## config.mk

```make
export PLATFORM = sky130hd
export DESIGN_NAME = capture_sequencer
export DESIGN_NICKNAME = d
export VERILOG_FILES = /design/src/rtl/capture_sequencer.sv
export SDC_FILE = /design/constraint.sdc
export NUM_CORES = 1
export LEC_CHECK = 0
export CAP_MARGIN = 20
export CORE_ASPECT_RATIO = 0.5
export CORE_MARGIN = 8
export CORE_UTILIZATION = 55
export DETAILED_ROUTE_END_ITERATION = 6
export PLACE_DENSITY_LB_ADDON = 0.08
export SLEW_MARGIN = 20
export SYNTH_ARGS = -nofsm -noshare
export SYNTH_HDL_FRONTEND = slang
export SYNTH_SLANG_ARGS = --single-unit
export TNS_END_PERCENT = 50
```

## constraint.sdc

```tcl
create_clock -name clk -period 10.5 [get_ports clk]
set_input_delay 2.1 -clock clk [delete_from_list [all_inputs] [get_ports clk]]
set_output_delay 2.1 -clock clk [all_outputs]
set_load 0.01 [all_outputs]
```

## src/rtl/capture_sequencer.sv

```systemverilog
`default_nettype none
// ============================================================================
// Module      : capture_sequencer
// Description : Drives one capture buffer through arm, trigger wait,
//               post-trigger collection, stop, oldest-first readout over a
//               valid/ready stream, and clear.
// Revision    : 1.0 - initial release
// ============================================================================
module capture_sequencer #(
    parameter int CAPTURE_WIDTH = 32,
    parameter int CAPTURE_SIZE  = 128
) (
    input  logic                     clk,
    input  logic                     reset,
    input  logic                     arm,
    input  logic                     abort,
    input  logic                     trigger,
    input  logic [31:0]              post_count,
    input  logic                     capture_data_valid,
    output logic                     busy,
    output logic                     done,
    output logic                     cap_start,
    output logic                     cap_circular,
    output logic                     cap_stop,
    output logic                     cap_reset,
    output logic [31:0]              cap_rd_addr,
    input  logic [CAPTURE_WIDTH-1:0] cap_rd_data,
    input  logic [31:0]              cap_amount,
    input  logic [31:0]              cap_pos,
    output logic [CAPTURE_WIDTH-1:0] out_data,
    output logic                     out_valid,
    input  logic                     out_ready,
    output logic                     out_last
);

    // Buffer index width; only the low bits of position/amount address memory.
    localparam int c_addr_w = $clog2(CAPTURE_SIZE);

    typedef enum logic [3:0] {
        S_IDLE       = 4'd0,
        S_START      = 4'd1,
        S_ARMED      = 4'd2,
        S_POST       = 4'd3,
        S_STOP       = 4'd4,
        S_ABORT_STOP = 4'd5,
        S_SETTLE     = 4'd6,
        S_RD_ADDR    = 4'd7,
        S_RD_DATA    = 4'd8,
        S_OUT        = 4'd9,
        S_CLEAR      = 4'd10
    } state_t;

    state_t                   r_state;
    state_t                   w_state_nxt;

    logic [31:0]              r_post;      // post-trigger target latched at arm
    logic [31:0]              r_cnt;       // post-trigger samples written so far
    logic [31:0]              r_amt;       // samples held by the buffer
    logic [31:0]              r_idx;       // readout beat index
    logic [c_addr_w-1:0]      r_start;     // physical slot of the oldest sample
    logic [31:0]              r_rd_addr;
    logic [CAPTURE_WIDTH-1:0] r_out_data;
    logic                     r_out_last;
    logic                     r_done_ok;   // CLEAR was reached by a clean finish

    logic [31:0]              w_cnt_inc;
    logic [31:0]              w_idx_inc;
    logic [c_addr_w-1:0]      w_start;
    logic [c_addr_w-1:0]      w_addr_low;
    logic                     w_done_ok;
    logic                     w_unused_pos;

    // Oldest slot = write position minus amount, modulo the buffer depth.
    assign w_start   = cap_pos[c_addr_w-1:0] - cap_amount[c_addr_w-1:0];
    assign w_cnt_inc = r_cnt + 32'd1;
    assign w_idx_inc = r_idx + 32'd1;

    // Position above the buffer depth carries no address information.
    assign w_unused_pos = ^cap_pos[31:c_addr_w];

    // State register.
    always_ff @(posedge clk) begin
        if (reset) begin
            r_state <= S_IDLE;
        end else begin
            r_state <= w_state_nxt;
        end
    end

    // Next-state selection and state-decoded outputs; abort outranks all else.
    always_comb begin
        w_state_nxt  = r_state;
        w_done_ok    = 1'b0;
        w_addr_low   = r_start + w_idx_inc[c_addr_w-1:0];
        busy         = (r_state != S_IDLE);
        cap_start    = (r_state == S_START);
        cap_circular = (r_state == S_START) || (r_state == S_ARMED) ||
                       (r_state == S_POST);
        cap_stop     = (r_state == S_STOP) || (r_state == S_ABORT_STOP);
        cap_reset    = (r_state == S_CLEAR);
        out_valid    = (r_state == S_OUT);
        done         = (r_state == S_CLEAR) && r_done_ok;

        case (r_state)
            S_IDLE: begin
                if (arm) begin
                    w_state_nxt = S_START;
                end
            end
            S_START: begin
                w_state_nxt = abort ? S_ABORT_STOP : S_ARMED;
            end
            S_ARMED: begin
                if (abort) begin
                    w_state_nxt = S_ABORT_STOP;
                end else if (trigger) begin
                    // The trigger-cycle sample already counts toward the target.
                    if ((r_post == 32'd0) ||
                        ({31'd0, capture_data_valid} == r_post)) begin
                        w_state_nxt = S_STOP;
                    end else begin
                        w_state_nxt = S_POST;
                    end
                end
            end
            S_POST: begin
                if (abort) begin
                    w_state_nxt = S_ABORT_STOP;
                end else if (capture_data_valid && (w_cnt_inc == r_post)) begin
                    w_state_nxt = S_STOP;
                end
            end
            S_STOP: begin
                w_state_nxt = abort ? S_CLEAR : S_SETTLE;
            end
            S_ABORT_STOP: begin
                // Stop the buffer before it is reset.
                w_state_nxt = S_CLEAR;
            end
            S_SETTLE: begin
                w_addr_low = w_start;
                if (abort) begin
                    w_state_nxt = S_CLEAR;
                end else if (cap_amount == 32'd0) begin
                    w_state_nxt = S_CLEAR;
                    w_done_ok   = 1'b1;
                end else begin
                    w_state_nxt = S_RD_ADDR;
                end
            end
            S_RD_ADDR: begin
                w_state_nxt = abort ? S_CLEAR : S_RD_DATA;
            end
            S_RD_DATA: begin
                w_state_nxt = abort ? S_CLEAR : S_OUT;
            end
            S_OUT: begin
                if (abort) begin
                    w_state_nxt = S_CLEAR;
                end else if (out_ready) begin
                    if (r_out_last) begin
                        w_state_nxt = S_CLEAR;
                        w_done_ok   = 1'b1;
                    end else begin
                        w_state_nxt = S_RD_ADDR;
                    end
                end
            end
            S_CLEAR: begin
                w_state_nxt = S_IDLE;
            end
            default: begin
                w_state_nxt = S_IDLE;
            end
        endcase
    end

    // Counters, readout address and the registered output beat.
    always_ff @(posedge clk) begin
        if (reset) begin
            r_post     <= 32'd0;
            r_cnt      <= 32'd0;
            r_amt      <= 32'd0;
            r_idx      <= 32'd0;
            r_start    <= '0;
            r_rd_addr  <= 32'd0;
            r_out_data <= '0;
            r_out_last <= 1'b0;
            r_done_ok  <= 1'b0;
        end else begin
            r_done_ok <= w_done_ok;

            // Address is registered as the FSM enters RD_ADDR, held through RD_DATA.
            if (w_state_nxt == S_RD_ADDR) begin
                r_rd_addr <= {{(32-c_addr_w){1'b0}}, w_addr_low};
            end

            case (r_state)
                S_IDLE: begin
                    if (arm) begin
                        r_post <= post_count;
                    end
                end
                S_ARMED: begin
                    if (!abort && trigger) begin
                        r_cnt <= {31'd0, capture_data_valid};
                    end
                end
                S_POST: begin
                    if (!abort && capture_data_valid) begin
                        r_cnt <= w_cnt_inc;
                    end
                end
                S_SETTLE: begin
                    r_amt   <= cap_amount;
                    r_start <= w_start;
                    r_idx   <= 32'd0;
                end
                S_RD_DATA: begin
                    r_out_data <= cap_rd_data;
                    r_out_last <= (r_idx == (r_amt - 32'd1));
                end
                S_OUT: begin
                    if (!abort && out_ready && !r_out_last) begin
                        r_idx <= w_idx_inc;
                    end
                end
                default: begin
                end
            endcase
        end
    end

    assign cap_rd_addr = r_rd_addr;
    assign out_data    = r_out_data;
    assign out_last    = r_out_last;

endmodule
`default_nettype wire

```

; Yosys cells after proc, flatten, opt, wreduce, memory -nomap -nowiden
; Cells that the tools add are included.
[totals]
regBits = 180
output_inout_bits = 72
wordCells = 81
[op_classes]
addsub = 5
n_eq_ne = 17
n_mux = 28
n_reduce_logical = 21
[ops]
columns = cell, n
row1 = 32-bit case mux with 2 select lines, 2
row2 = 32-bit 2-to-1 mux, 3
row3 = 32-bit by 1-bit adder with 32-bit output (second input constant), 2
row4 = 32-bit equality test, 2
row5 = 32-bit zero test, 2
row6 = 4-bit 2-to-1 mux, 11
row7 = 4-bit case mux with 10 select lines, 1
row8 = 1-bit by 32-bit equality test with 1-bit output, 1
row9 = 32-bit by 1-bit subtractor with 32-bit output (second input constant), 1
row10 = 4-bit by 3-bit equality test with 1-bit output (second input constant), 5
row11 = 4-bit equality test (second input constant), 3
row12 = 4-bit by 2-bit equality test with 1-bit output (second input constant), 2
row13 = 7-bit adder, 1
row14 = 7-bit 2-to-1 mux, 1
row15 = 7-bit subtractor, 1
row16 = 1-bit logical AND, 6
row17 = 3-bit 2-to-1 mux, 2
row18 = 2-bit by 1-bit inequality test with 1-bit output (second input constant), 3
row19 = 1-bit 2-to-1 mux, 5
row20 = 4-bit by 1-bit equality test with 1-bit output (second input constant), 1
row21 = 4-bit zero test, 1
row22 = 1-bit logical OR, 4
row23 = 2-bit 2-to-1 mux, 2
row24 = 2-bit AND reduction, 2
row25 = 5 further kinds, 7

; Longest topological paths before layout
[depth]
word_depth = 7
mapped_depth = 12

; Worst setup path before layout
; OpenSTA, ideal clock, no wires.
[synth_timing]
path_type = input-to-reg
start = in capture_data_valid
end = reg r_rd_addr[0], in the netlist cap_rd_addr[0]
setup_time_ns = 0.121
t_arrival_ns = 4.253
required_ns = 10.379
path_slack_ns = 6.125
stages = 9
n_path_buf = 1
cell_sequence = nand3_1 -> nor4_1 -> nand3_1 -> or4_2 -> or4_4 -> o2111ai_2 -> a21o_1 -> buf_6 -> mux2_4
[synth_via]
elab_chain_cells = 7
elab_cells_between_ends = 10
classes_between = eq/ne: 2 / mux: 6 / reduce/logical: 2
[synth_rtl]
columns = element, line
row1 = from (decl), 19  ; input logic capture_data_valid,
row2 = 1-bit by 32-bit equality test with 1-bit output, 119  ; ({31'd0, capture_data_valid} == r_post)) begin
row3 = 1-bit logical OR, 118  ; if ((r_post == 32'd0) ||
row4 = 3-bit 2-to-1 mux, 118
row5 = 4-bit 2-to-1 mux, 116  ; end else if (trigger) begin
row6 = 4-bit 2-to-1 mux, 114  ; if (abort) begin
row7 = 4-bit case mux with 10 select lines *, 104  ; case (r_state)
row8 = 4-bit by 3-bit equality test with 1-bit output *, 194  ; if (w_state_nxt == S_RD_ADDR) begin
row9 = to (signal assigned), 195  ; r_rd_addr <= {{(32-c_addr_w){1'b0}}, w_addr_low};
row10 = to (decl), 61  ; logic [31:0] r_rd_addr;
; Every way passes the cells marked *; elsewhere a longest branch is shown, timed or not.
; A chain may end at the register's enable or synchronous reset.

; Worst setup path in the final report
[layout_timing]
start = in abort
end = reg r_idx[31]
[layout_via]
elab_chain_cells = 5
[layout_rtl]
columns = element, line
row1 = from (decl), 16  ; input logic abort,
row2 = 1-bit zero test, 224  ; if (!abort && out_ready && !r_out_last) begin
row3 = 1-bit logical AND (2 in a row), 224
row4 = 2-bit by 1-bit inequality test with 1-bit output (no source line), n/a
row5 = 2-bit AND reduction (no source line), n/a
row6 = to (signal assigned), 225  ; r_idx <= w_idx_inc;
row7 = to (decl), 59  ; logic [31:0] r_idx;
; Every way passes these cells.

==> results by group <==
Status
  • Outcome: complete, no violations

Worst setup path
  • Crit end category: flop
  • Element type at the critical path start: primary input
  • WP data required: 10850 ps
  • Reg2reg path depth: 9
  • R2R Setup Slk: between 5000 and 6000 ps
  • CP dominant cell by count: nand2_1
  • Worst reg2reg path endpoint: cap_rd_addr[2]$_SDFFE_PP0N_
  • WP buf/inv: 1
  • RR Startpoint: r_cnt[4]$_SDFFE_PP0P_
  • Kind of critical path: in -> reg
  • Crit-path cells: clkdlybuf4s50_1, nor3b_1, nand2_1, nand2_1, nand4_1, nor2_1, nand3_1, or3_1, a21oi_1
  • Worst path max stage delay: 590 ps
  • CP max FO: 11
  • CP arrival: 5510 ps
  • Crit-path leading delay family: simple AND/OR/NAND/NOR gates
  • CP max-delay cell: clkdlybuf4s50_1

Power and ir drop
  • VDD IR max: 0.121 mV
  • Clock power frac: a little under a third
  • Sequential share of power: 41.0%
  • Sw Share: 34.2%
  • Pleak: ~4.5 nW
  • P_int: 1.28 mW
  • PwrDens: roughly 160 nW/um2
  • Combinational fraction of design power: 27.3%
  • Sw Pwr: 0.663 mW

Route
  • Post-Route WL: 28.7 mm
  • DRT Pass-1 Iters: 7
  • DR WL/cell: 16.3 um
  • Post-route DRC: 0
  • Final ANT Viol Nets: 0
  • Initial DRC count: 723
  • Via-per-instance ratio: between 5 and 6
  • Via count: 10038

Logic synthesis
  • Ys async rst share: 0%
  • Synth cell types: between 70 and 80
  • Synth area leader: dfxtp_1
  • Number of flops mapped to enable cells by yosys: 0
  • Post-synthesis register bit count: 180
  • Mapped Cells: 1390
  • Seq/Total Area, Yosys: 34.5%
  • Top_reg_cell synth: dfxtp_1
  • Mapped cell area: around 10000 um2
  • Ys Warns: 0
  • Synth area leaders: dfxtp_1, nand2_1, a21oi_1
  • Mean Syn Cell Area: 7.52 um2
  • Post-synth top area share: 34.5%

Layout
  • Layout cells sized above 1: 5.00%
  • Fin nets: roughly 1600
  • Ant diodes: 0
  • Syn-to-layout area delta: 18.8%
  • Layout fillers: roughly 1600
  • Finished Layout Cells: between 1500 and 2000

Clock network
  • Post_cts resized: 0
  • Max clock buf depth: 2
  • Reg clk slew, reported paths: approximately 70 ps
  • CTS tree: built
  • CTS sink count: 180
  • Hold-fix buffers at CTS: 0
  • Later-pin clock latency in the skew report: 440 ps
  • Post-CTS setup repair buffer count: 0
  • Htree depth: 4
  • Root Buffer: clkbuf_16
  • Cts bufs inserted: 17

Floorplanning
  • Std-Cell Rows: 35
  • Die X: 211 um
  • Die Height: approximately 110 um
  • Top Ports: 207
  • Die footprint: 23900 um2
  • Initial core utilization: 56.4%
  • Core footprint: 18500 um2

Place
  • Post-DP HPWL: 20.6 mm
  • Inst Count DP: roughly 1700
  • Gpl congestion: 0.968
  • I/O Buffers: around 160
  • Dpl ws: 4920 ps

Hold path
  • Hold Crit Class: reg -> reg
  • Hold_sp: out_data[13]$_SDFFE_PP0P_
  • WHS Endpoint: out_data[13]$_SDFFE_PP0P_
  • Hold path depth: 2

GRT
  • Vias in the first global route: 9717
  • GRT Total Usage: 23.4%
  • Initial antenna violation count: 0
  • First-pass GRT wire length: 47.0 mm
  • Overflow after GRT: 0
  • Pin count of the biggest net entering global routing: 99

Run
  • Max cap viols: 0

Timing
  • Setup TNS: 0 ps
  • Final Hold Fails: 0
  • Final Max Tran Viols: 0
  • Worst-margin pin slew: 1160 ps
  • Fin crit share: 49.2%
  • Hold WS: ~450 ps
  • Final WS setup: 5340 ps
  • Minimum clock period: between 5000 and 6000 ps
  • Slew margin rel.: 22.4%
  • Fmax: 194 MHz
  • # setup viols final: 0
  • RSZ-0062 raised after global routing: no
  • Final worst clock skew: 11.6 ps
[stage by stage]
stage	utilization (%)	power (mW)	instance area [um2]
6_report	67.0	1.94	12400
5_1_grt	67.0	2.04	12400
4_1_cts	67.0	1.95	12400
3_5_place_dp	64.0	1.34	11900
3_3_place_gp	64.0	1.32	11900
2_1_floorplan	-	1.17	10500
[tightest hold or removal path, stage by stage (launching register included)]
cell	delay, ps
dfxtp_1	310
nand2_1	50
a21oi_1	50
[power by group through the flow]
stage,combinational [mW],clock [mW],sequential [mW]
final,0.530,0.615,0.795
after global routing,0.585,0.656,0.802
after CTS,0.531,0.626,0.794
after detailed placement,0.526,0,0.810
after global placement,0.513,0,0.808
after floorplan,0.391,0,0.782
[logic make-up (layout without fill, tap and decap cells)]
family	Yosys count	count (layout)	synth area share (%)
and+or+nand+nor	637	637	29.1
AOI/OAI and AO/OA	289	289	15.6
adders and majority gates	18	18	2.27
buffers and inverters	134	220	7.02
muxes	12	12	1.50
xor gates and xnor gates	119	119	9.97
DFF	180	180	34.5
other	1	25	0.0359
[cell usage after synthesis (5+ instances only)]
master	number
clkbuf_8	6
buf_6	6
nand2_1	278
nand2b_1	11
nor3_1	34
nor2b_1	8
and4_1	5
ha_1	15
a31oi_1	7
clkbuf_1	65
nand3b_1	13
or3_1	13
nor2_1	108
nand3_1	41
and2b_2	7
nor3b_1	6
nor4_1	32
xnor2_1	68
o21ai_0	49
a211oi_1	8
or4_1	8
inv_1	23
a21oi_1	180
xor2_1	51
and3_1	21
dfxtp_1	180
mux2_4	7
nand4_1	32
buf_4	27
[metal layers]
| metal | vias to the layer above | GRT usage, % | part of all wire (%) | wire length [um] |
|---|---|---|---|---|
| met4 | 0 | 8.95 | 2.8 | 793 |
| met3 | 61 | 4.16 | 4.6 | 1320 |
| met2 | 273 | 43.5 | 51 | 14700 |
| met5 | - | 0 | 0 | 0 |
| li1 | 4957 | - | - | - |
| met1 | 4747 | 26.6 | 41 | 11900 |
[registers in the layout, summed over array words and instances (netlist names)]
name / flops
r_cnt: 32
r_start: 7
r_done_ok: 1
r_post: 32
r_state: 4
r_idx: 32
out_last: 1
out_data: 32
cap_rd_addr: 7
r_amt: 32
[final cells by class]
cell class | count | area [um2] | area share (%)
clock buffer | 18 | 439 | 3.54
clock inverter | 14 | 118 | 0.947
inverter | 23 | 86.3 | 0.695
multi-input combinational | 1100 | 6220 | 50.1
sequential | 180 | 3600 | 29.0
tap | 259 | 324 | 2.61
timing repair buffer | 165 | 1630 | 13.1
[how the worst max path moves through the flow]
stage,slack [ps],from,cells past startpoint,end
4_1_cts,5340,abort,9,r_idx[25]$_SDFFE_PP0P_
3_3_place_gp,5030,abort,9,r_idx[31]$_SDFFE_PP0P_
5_1_grt,5050,abort,9,r_idx[25]$_SDFFE_PP0P_
2_1_floorplan,6130,capture_data_valid,9,cap_rd_addr[0]$_SDFFE_PP0N_
3_5_place_dp,4920,abort,9,r_idx[31]$_SDFFE_PP0P_
6_report,5340,abort,9,r_idx[31]$_SDFFE_PP0P_
[placed cells by master (no fill, tap or decap), drive strengths merged, types with 3 or more instances in the layout]
| master | n |
|---|---|
| nand2 | 278 |
| a21oi | 180 |
| dfxtp | 180 |
| clkdlybuf4s50 | 155 |
| nor2 | 108 |
| xnor2 | 68 |
| xor2 | 51 |
| o21ai | 49 |
| nand3 | 42 |
| nor3 | 34 |
| nor4 | 32 |
| nand4 | 32 |
| inv | 30 |
| conb | 25 |
| and3 | 23 |
| clkbuf | 18 |
| ha | 15 |
| or3 | 14 |
| nand3b | 13 |
| or4 | 12 |
| nand2b | 11 |
| buf | 10 |
| a211oi | 9 |
| nor2b | 8 |
| mux2 | 8 |
| and4 | 8 |
| and2b | 7 |
| a31oi | 7 |
| nor3b | 6 |
| clkinvlp | 5 |
| and2 | 4 |
| o21a | 4 |
| o211ai | 4 |
| a311oi | 4 |
| mux2i | 4 |
| a22oi | 4 |
| a21o | 3 |
| o31ai | 3 |
Power figures use the tool's default switching activity.
